[src/rtl/seg7_scan_drv.sv]
// Eight-digit multiplexed seven-segment scan driver for the Nexys A7 display.
// Digit words {enable, hex[3:0], dp} are latched per slot, blanked briefly, and decoded.
module seg7_scan_drv #(
    parameter int SCAN_DIV = 100000,
    parameter int BLANK    = 2000
) (
    input  logic       clk,
    input  logic       rst,
    input  logic [5:0] d1,
    input  logic [5:0] d2,
    input  logic [5:0] d3,
    input  logic [5:0] d4,
    input  logic [5:0] d5,
    input  logic [5:0] d6,
    input  logic [5:0] d7,
    input  logic [5:0] d8,
    output logic [7:0] an,
    output logic [7:0] dec_cat
);

    localparam int CW = $clog2(SCAN_DIV);
    localparam logic [CW-1:0] CNT_LAST = CW'(SCAN_DIV - 1);
    localparam logic [CW-1:0] BLANK_C  = CW'(BLANK);

    logic [2:0]    idx_q, idx_d;
    logic [CW-1:0] cnt_q, cnt_d;
    logic [5:0]    word_q, word_d;
    logic [7:0]    an_q, an_d;
    logic [7:0]    dec_cat_q, dec_cat_d;
    logic [5:0]    words [8];
    logic [2:0]    idx_nxt;

    // Active-low CA..CG pattern for one hex nibble.
    function automatic logic [6:0] seg7(input logic [3:0] h);
        logic [6:0] s;
        case (h)
            4'h0:    s = 7'b0000001;
            4'h1:    s = 7'b1001111;
            4'h2:    s = 7'b0010010;
            4'h3:    s = 7'b0000110;
            4'h4:    s = 7'b1001100;
            4'h5:    s = 7'b0100100;
            4'h6:    s = 7'b0100000;
            4'h7:    s = 7'b0001111;
            4'h8:    s = 7'b0000000;
            4'h9:    s = 7'b0000100;
            4'hA:    s = 7'b0001000;
            4'hB:    s = 7'b1100000;
            4'hC:    s = 7'b0110001;
            4'hD:    s = 7'b1000010;
            4'hE:    s = 7'b0110000;
            default: s = 7'b0111000;
        endcase
        return s;
    endfunction

    always_comb begin
        words[0] = d1;
        words[1] = d2;
        words[2] = d3;
        words[3] = d4;
        words[4] = d5;
        words[5] = d6;
        words[6] = d7;
        words[7] = d8;
    end

    assign idx_nxt = idx_q + 3'd1;

    always_comb begin
        idx_d     = idx_q;
        cnt_d     = cnt_q + {{(CW-1){1'b0}}, 1'b1};
        word_d    = word_q;
        an_d      = 8'hFF;
        dec_cat_d = 8'hFF;

        // The word is sampled only at the slot boundary and held for the whole slot.
        if (cnt_q == CNT_LAST) begin
            cnt_d  = '0;
            idx_d  = idx_nxt;
            word_d = words[idx_nxt];
        end

        if (cnt_q >= BLANK_C && word_q[5]) begin
            an_d      = ~(8'b1 << idx_q);
            dec_cat_d = {seg7(word_q[4:1]), ~word_q[0]};
        end
    end

    always_ff @(posedge clk or posedge rst) begin
        if (rst) begin
            idx_q     <= 3'd7;
            cnt_q     <= CNT_LAST;
            word_q    <= 6'd0;
            an_q      <= 8'hFF;
            dec_cat_q <= 8'hFF;
        end else begin
            idx_q     <= idx_d;
            cnt_q     <= cnt_d;
            word_q    <= word_d;
            an_q      <= an_d;
            dec_cat_q <= dec_cat_d;
        end
    end

    assign an      = an_q;
    assign dec_cat = dec_cat_q;

endmodule

[config.mk]
export PLATFORM = sky130hd
export DESIGN_NAME = seg7_scan_drv
export DESIGN_NICKNAME = d
export VERILOG_FILES = /design/src/rtl/seg7_scan_drv.sv
export SDC_FILE = /design/constraint.sdc
export NUM_CORES = 1
export LEC_CHECK = 0
export ABC_AREA = 1
export ABC_CLOCK_PERIOD_IN_PS = 1900
export CORE_MARGIN = 5
export CORE_UTILIZATION = 35
export CTS_CLUSTER_DIAMETER = 200
export DETAILED_ROUTE_END_ITERATION = 16
export PLACE_DENSITY = 0.59
export SKIP_CTS_REPAIR_TIMING = 1
export SLEW_MARGIN = 25
export SYNTH_ARGS = -nofsm -noshare
export SYNTH_HDL_FRONTEND = slang
export SYNTH_SLANG_ARGS = --single-unit
[constraint.sdc]
create_clock -name clk -period 1.9 [get_ports clk]
set_input_delay 0.38 -clock clk [delete_from_list [all_inputs] [get_ports clk]]
set_output_delay 0.38 -clock clk [all_outputs]
set_load 0.01 [all_outputs]
# Word level (Yosys, flattened, before mapping)

Memory sizes are Yosys's and may differ from the RTL's.
Index checks and enable logic that the tools add are counted.

Flip-flop bits (word level): 42
Memory bits (read-only): 112
Bits of input ports: 50
Output and inout port bits: 16
Word-level logic and storage cells: 22
Memories kept: 1

Add/subtract/negate cells: 2
Magnitude comparators: 2
Eq/ne operators: 1
Shift-type cells: 1
Multiplexer cells: 6
Bitwise gates (word level): 3
Reductions and logical operators: 1

Memories:

| memory           | words | width | read ports | clocked after Yosys merged registers in | write ports | line | text |
|---|---|---|---|---|---|---|---|
| (name not given) | 16    | 7     | 1          | 0                                       | 0           | 36   | `case (h)` |

Operators by type and width:

| cell                                                                                  | count |
|---|---|
| 6-bit binary-select mux with 3-bit select                                             | 1 |
| 17-bit by 1-bit adder with 17-bit output, second input constant                       | 1 |
| 17-bit equality test, second input constant                                           | 1 |
| 17-bit by 11-bit greater-or-equal comparator with 1-bit output, second input constant | 1 |
| 17-bit 2-to-1 mux                                                                     | 1 |
| 8-bit 2-to-1 mux                                                                      | 2 |
| 6-bit 2-to-1 mux                                                                      | 2 |
| 8-bit inverter                                                                        | 1 |
| 1-bit by 3-bit left shift with 8-bit output, first input constant                     | 1 |
| 4-bit greater-or-equal comparator, second input constant                              | 1 |
| 3-bit inverter with 4-bit output                                                      | 1 |
| 3-bit by 1-bit adder with 3-bit output, second input constant                         | 1 |
| 1-bit logical AND                                                                     | 1 |
| 1-bit inverter                                                                        | 1 |

# Depth between registers and ports, before layout

Gate-level depths: netlist of the first run.

Word-level depth: 5
Depth in mapped cells: 10
Depth with buffers taken out: 7

# Least setup slack after synthesis of the first run

Ideal clock, no wire load.

Path kind: register to register
Start: register idx_q[0]
End: register word_q[0]
Library setup time: 0.065 ns
Data arrival time: 1.879 ns
Required time: 1.835 ns
Setup slack: -0.045 ns
Cell stages (with the launch flop): 11
Path buffers: 3
Clock period less this slack: 1.945 ns
Path through: dfstp_2 -> buf_2 -> inv_2 -> buf_2 -> ha_1 -> inv_1 -> clkbuf_1 -> nand2_1 -> nand3_1 -> nand3_1 -> nand2_1

Word-level cells in the longest chain between the ends: 5

Ends and longest elaborated chain:

| element                                                | line | text |
|---|---|---|
| start, declared                                        | 25   | `logic [2:0] idx_q, idx_d;` |
| start signal, assigned                                 | 98   | `idx_q <= idx_d;` |
| 3-bit by 1-bit adder with 3-bit output                 | 68   | `assign idx_nxt = idx_q + 3'd1;` |
| net idx_nxt[0]                                         | 31   | `logic [2:0] idx_nxt;` |
| 3-bit inverter with 4-bit output (not written as such) | 81   | `word_d = words[idx_nxt];` |
| 6-bit binary-select mux with 3-bit select              | 81   |  |
| 6-bit 2-to-1 mux (not written as such) (2 in a row)    | 81   |  |
| end signal, assigned                                   | 100  | `word_q <= word_d;` |
| end, declared                                          | 27   | `logic [5:0] word_q, word_d;` |

The timed path passes the listed nets, and every way through them passes these cells. The select of a mux whose other input is x is not followed.
A chain may end at the register's enable or synchronous reset.

# Final worst setup path of the first run

Start: register dec_cat_q[0], in the netlist dec_cat[0]
End: output port dec_cat[0]

RTL lines:

| element                | line | text |
|---|---|---|
| start, declared        | 29   | `logic [7:0] dec_cat_q, dec_cat_d;` |
| start signal, assigned | 102  | `dec_cat_q <= dec_cat_d;` |
| end, declared          | 18   | `output logic [7:0] dec_cat` |

No word-level cell between the ends.

==> impl_metrics.env, run 1 <==
export IMPL_path_buf_inv=1
export IMPL_first_global_vias=2414
export IMPL_synth_top_area_share=0.280
export IMPL_cp_max_fo=1
export IMPL_die_area_um2=9650
export IMPL_peakVddDrop_uv=306
export IMPL_finalCritPeriodShare=0.908
export IMPL_finalHoldViolations=0
export IMPL_yosys_warnings=0
export IMPL_clock_sinks=42
export IMPL_drc=0
export IMPL_cp_end_kind="primary output"
export IMPL_io_pins=66
export IMPL_clock_path_buffers=2
export IMPL_start_util=0.356
export IMPL_cts_buffers=5
export IMPL_holdWs_ps=439
export IMPL_yosysSeqAreaShare=0.399
export IMPL_coreArea_um2=7650
export IMPL_place_hpwl_um=5010
export IMPL_grt_pass1_wl_um=10900
export IMPL_slew_headroom=0.666
export IMPL_antenna_left=0
export IMPL_crit_family="buffers and inverters"
export IMPL_drv_cap=0
export IMPL_fmax_ghz=0.580
export IMPL_dieWidth_um=98.2
export IMPL_slew_viol_final=0
export IMPL_synth_area_top_cells="dfstp_2 (28%), nand2_1 (17%), dfrtp_1 (12%)"
export IMPL_synth_cell_types=25
export IMPL_avgSynthCellArea_um2=7.08
export IMPL_power_density_nw_per_um2=507
export IMPL_crit_type="flip-flop to primary output"
export IMPL_period_needed_ps=1720
export IMPL_grt_max_degree=36
export IMPL_fin_skew_ps=8.18
export IMPL_area_growth_pct=33.1
export IMPL_tns_ps=0
export IMPL_cts_max_level=2
export IMPL_diodes=0
export IMPL_cpMaxStageDelayCell="clkdlybuf4s50_1"
export IMPL_num_vias=2519
export IMPL_drt_initial_drc_count=143
export IMPL_clkTransAtPathRegs_ps=90
export IMPL_port_buffers=65
export IMPL_final_layout_size_suffix_gt1_frac=0.113
export IMPL_gp_congestion=0.923
export IMPL_syn_instance_count=385
export IMPL_insertion_delay_ps=290
export IMPL_synth_seq_cells=42
export IMPL_status="finished, final reports clean"
export IMPL_hold_path_class="flip-flop to flip-flop"
export IMPL_ys_flop_type="dfstp_2"
export IMPL_worstPathArrival_ps=1340
export IMPL_grt_total_usage=0.134
export IMPL_setup_viol=0
export IMPL_routed_wl_um=6370
export IMPL_synth_edf_count=0
export IMPL_syn_num_nets=449
export IMPL_path_cells="clkdlybuf4s50_1"
export IMPL_cts_tree="built"
export IMPL_async_flop_share=1.00
export IMPL_crit_required_ps=1520
export IMPL_finish_net_count=515
export IMPL_leakage_uw=0.00175
export IMPL_grt_ovfl_total=0
export IMPL_cts_root_buf="clkbuf_8"
export IMPL_slowest_delay_ps=530
export IMPL_rsz0062_at_grt="no"
export IMPL_syn_cell_area_um2=2730
export IMPL_fp_dieH_um=98.2
export IMPL_fp_row_count=32
export IMPL_dr_pass1_iters=4
export IMPL_viasPerCell=4.55
export IMPL_wire_per_inst_um=11.5
export IMPL_netlist_top_cell_by_area="dfstp_2"
export IMPL_antenna_found_initial=0
export IMPL_start_kind="flip-flop"
export IMPL_worst_slew_pin_slew_ps=501
## power breakdown
group	leakage (µW)	internal (µW)	switching (µW)
sequential	0.000448	897	0
combinational	0.00123	106	49.5
clock	0.0000665	474	313
total	0.00175	1480	363
## state kept, by name, summed over array words and instances (netlist names)
register  cells
an            8
cnt_q        17
dec_cat       8
idx_q         3
word_q        6
## path summary, 6_finish.rpt
kind | start | end | slack (ps) | depth (start not counted)
worst max-delay path | dec_cat[0]$_DFF_PP1_ | dec_cat[0] | 180 | 1
max in group asynchronous | rst | cnt_q[1]$_DFF_PP1_ | 1020 | 3
worst min register to register | word_q[0]$_DFFE_PP0N_ | dec_cat[0]$_DFF_PP1_ | 440 | 1
worst max register to register | cnt_q[0]$_DFF_PP1_ | word_q[2]$_DFFE_PP0N_ | 180 | 7
worst min-delay path | word_q[0]$_DFFE_PP0N_ | dec_cat[0]$_DFF_PP1_ | 440 | 1
min in group asynchronous | rst | dec_cat[3]$_DFF_PP1_ | 610 | 2
## per-stage QoR
stage / setup WS, ps / std cells / utilization / total power, µW / cell area (µm²)
detailed placement: 198 / 546 / 0.457 / 1070 / 3500
floorplan: 50.6 / 385 / - / 957 / 2730
global placement: 252 / 546 / 0.457 / 1070 / 3500
finish: 175 / 554 / 0.474 / 1840 / 3630
CTS: 164 / 554 / 0.474 / 1860 / 3630
global route: 29.1 / 554 / 0.474 / 1920 / 3630
## Yosys cell counts (4+ instances only)
library cell,n
a21oi_1,7
buf_2,4
clkbuf_1,5
dfrtp_1,13
dfstp_2,29
ha_1,14
inv_1,56
nand2_1,122
nand3_1,48
nand4_1,12
nor2_1,36
o21ai_0,11
xor2_1,9
## metal layers
layer	vias up	wire length, µm	track usage
met2	68	2900	0.220
met3	2	400	0.0336
li1	1326	-	-
met1	1123	3030	0.177
met4	0	40	0.0315
met5	-	0	0
## cell usage in the layout, fill, tap and decap left out, types with 2 or more instances in the layout
master | synthesis | layout
a21oi_1 | 7 | 7
buf_4 | 0 | 5
clkbuf_8 | 0 | 5
clkdlybuf4s50_1 | 0 | 65
dfrtp_1 | 13 | 13
dfstp_2 | 29 | 29
ha_1 | 14 | 14
inv_1 | 56 | 56
nand2_1 | 122 | 122
nand2_2 | 3 | 3
nand3_1 | 48 | 48
nand4_1 | 12 | 12
nor2_1 | 36 | 36
nor2_4 | 2 | 2
nor3_1 | 3 | 3
o211ai_1 | 2 | 2
o21ai_0 | 11 | 11
xor2_1 | 9 | 9
## final cells by class
| type | count | area, µm² |
|---|---|---|
| multi-input combinational | 273 | 1360 |
| fill | 764 | 4020 |
| timing repair buffer | 71 | 708 |
| inverter | 58 | 218 |
| sequential | 42 | 1090 |
| clock inverter | 2 | 38.8 |
| clock buffer | 6 | 93.8 |
| tap | 102 | 128 |
## cell families after synthesis
| kind of cell | Yosys count | synth area share |
|---|---|---|
| simple gates | 229 | 0.362 |
| buf+inv | 70 | 0.104 |
| flops | 42 | 0.399 |
| compound gates | 20 | 0.0386 |
| fa+ha+maj | 14 | 0.0643 |
| xor+xnor | 10 | 0.0321 |
(Power assumes the default switching activity.)
==> run 2: changes to the inputs <==
- GPL_TIMING_DRIVEN: unset -> 0
- MAX_ROUTING_LAYER: unset -> met4
- SKIP_CTS_REPAIR_TIMING: 1 -> unset
==> run 2 against run 1 <==
Clock power down 18%. Critical path depth increased by 6. Setup slack got worse by 52 ps. Sequential cell count unchanged. Routed wire length rose by 3.8%. Count of clock-buffer cells in the layout rose by 1. Clock skew decreased by 0.53 ps. Fmax down 2.9%. Highest routed layer unchanged.
==> impl_metrics.env, run 2 (synthesis results as in run 1) <==
export IMPL_status="finished, final reports clean"
export IMPL_hold_path_class="flip-flop to flip-flop"
export IMPL_clock_sinks=42
export IMPL_cp_end_kind="flip-flop"
export IMPL_crit_required_ps=2090
export IMPL_fp_row_count=32
export IMPL_leakage_uw=0.00177
export IMPL_dpl_cell_area_um2=3530
export IMPL_grt_max_degree=25
export IMPL_finalHoldViolations=0
export IMPL_worst_slew_pin_slew_ps=542
export IMPL_largest_reg_flops=17
export IMPL_diodes=0
export IMPL_power_density_nw_per_um2=463
export IMPL_dp_cells=553
export IMPL_final_cell_area_um2=3680
export IMPL_die_area_um2=9650
export IMPL_coreArea_um2=7650
export IMPL_grt_pass1_wl_um=11500
export IMPL_finish_net_count=524
export IMPL_first_global_vias=2460
export IMPL_regMostFlops="cnt_q"
export IMPL_dieWidth_um=98.2
export IMPL_routed_wl_um=6620
export IMPL_drt_initial_drc_count=116
export IMPL_insertion_delay_ps=290
export IMPL_drv_cap=0
export IMPL_fin_skew_ps=7.65
export IMPL_rsz0062_at_grt="yes"
export IMPL_start_util=0.356
export IMPL_fp_dieH_um=98.2
export IMPL_clock_path_buffers=2
export IMPL_slew_viol_final=0
export IMPL_setup_viol=0
export IMPL_final_layout_size_suffix_gt1_frac=0.128
export IMPL_layout_commonest_cell="nand2_1"
export IMPL_fillers=781
export IMPL_cp_max_fo=7
export IMPL_area_growth_pct=34.9
export IMPL_cts_tree="built"
export IMPL_crit_type="flip-flop to flip-flop"
export IMPL_io_pins=66
export IMPL_drc=0
export IMPL_worstPathArrival_ps=1970
export IMPL_viasPerCell=4.47
export IMPL_num_vias=2518
export IMPL_grt_ovfl_total=0
export IMPL_post_route_util=0.481
export IMPL_wire_per_inst_um=11.8
export IMPL_peakVddDrop_uv=270
export IMPL_dr_pass1_iters=4
export IMPL_port_buffers=65
export IMPL_start_kind="flip-flop"
export IMPL_clkTransAtPathRegs_ps=80
export IMPL_place_hpwl_um=5230
export IMPL_antenna_left=0
export IMPL_finalCritPeriodShare=0.935
export IMPL_grt_total_usage=0.147
export IMPL_cts_buffers=5
export IMPL_antenna_found_initial=0
export IMPL_gp_congestion=0.889
export IMPL_period_needed_ps=1780
export IMPL_cts_max_level=2
export IMPL_slew_headroom=0.638
export IMPL_final_cell_mix="nand2_1 (122), clkdlybuf4s50_1 (65), inv_1 (54), nand3_1 (47), nor2_1 (36)"
export IMPL_final_cells=563
export IMPL_fmax_ghz=0.563
export IMPL_cts_root_buf="clkbuf_8"
## run 2: changes by cell type in the layout (fill, tap and decap cells not counted), moves of 2 or more
cell / change
buf_2: +2
buf_6: +2
clkbuf_1: +4
inv_1: -2
inv_2: +2
## run 2: per-stage QoR
stage / setup WS (ps) / power, µW / hold WS, ps / setup TNS [ps]
3_5_place_dp: -299 / 1070 / 419 / -1750
6_report: 124 / 1700 / 434 / 0
4_1_cts: 33.1 / 1740 / 433 / 0
5_1_grt: -25.6 / 1790 / 461 / -25.6
3_3_place_gp: -273 / 1070 / 421 / -4940
2_1_floorplan: 50.6 / 957 / 403 / 0
## run 2: timing repair
action / 4_1_cts / 5_1_grt
hold buffers: 0 / 0
buffers inserted: 2 / 2
pin swaps: 0 / 1
resized for setup: 3 / 2
endpoints found under the hold margin: 0 / 0
setup endpoints to repair: 7 / 6
## run 2: final timing paths
path | startpoint | to | slack, ps | depth (start not counted)
hold / removal | word_q[0]$_DFFE_PP0N_ | dec_cat[0]$_DFF_PP1_ | 430 | 1
max in group asynchronous | rst | an[1]$_DFF_PP1_ | 890 | 3
setup / recovery | idx_q[0]$_DFFE_PP1N_ | word_q[0]$_DFFE_PP0N_ | 120 | 7
setup reg to reg | idx_q[0]$_DFFE_PP1N_ | word_q[0]$_DFFE_PP0N_ | 120 | 7
min in group asynchronous | rst | word_q[0]$_DFFE_PP0N_ | 450 | 2
hold reg to reg | word_q[0]$_DFFE_PP0N_ | dec_cat[0]$_DFF_PP1_ | 430 | 1
## run 2: layout make-up
cell class / instances / area (µm²) / share of cell area
Multi-Input combinational cell: 273 / 1370 / 0.373
Tap cell: 102 / 128 / 0.0347
Timing Repair Buffer: 70 / 708 / 0.193
Clock buffer: 7 / 97.6 / 0.0265
Clock inverter: 1 / 6.26 / 0.00170
Inverter: 58 / 218 / 0.0592
Sequential cell: 42 / 1090 / 0.296
Buffer: 10 / 60.1 / 0.0163
## run 2: layer usage
layer  track usage  part of all wire
met1         0.196              0.49
met5             -                 0
met3        0.0271             0.058
met4        0.0357            0.0092
met2         0.231              0.45
## run 2: report_power, final
| part | switching [µW] | internal [µW] | leakage [µW] |
|---|---|---|---|
| clock | 308 | 340 | 0.0000539 |
| combinational | 51.5 | 108 | 0.00126 |
| sequential | 0 | 897 | 0.000448 |
## run 2: worst max-delay path, cell delays in order, from the launching register on
cell and delay [ps]:
dfstp_2 570, buf_4 160, ha_1 180, ha_1 330, inv_2 160, nand3_1 110, nand3_1 110, nand2_1 50
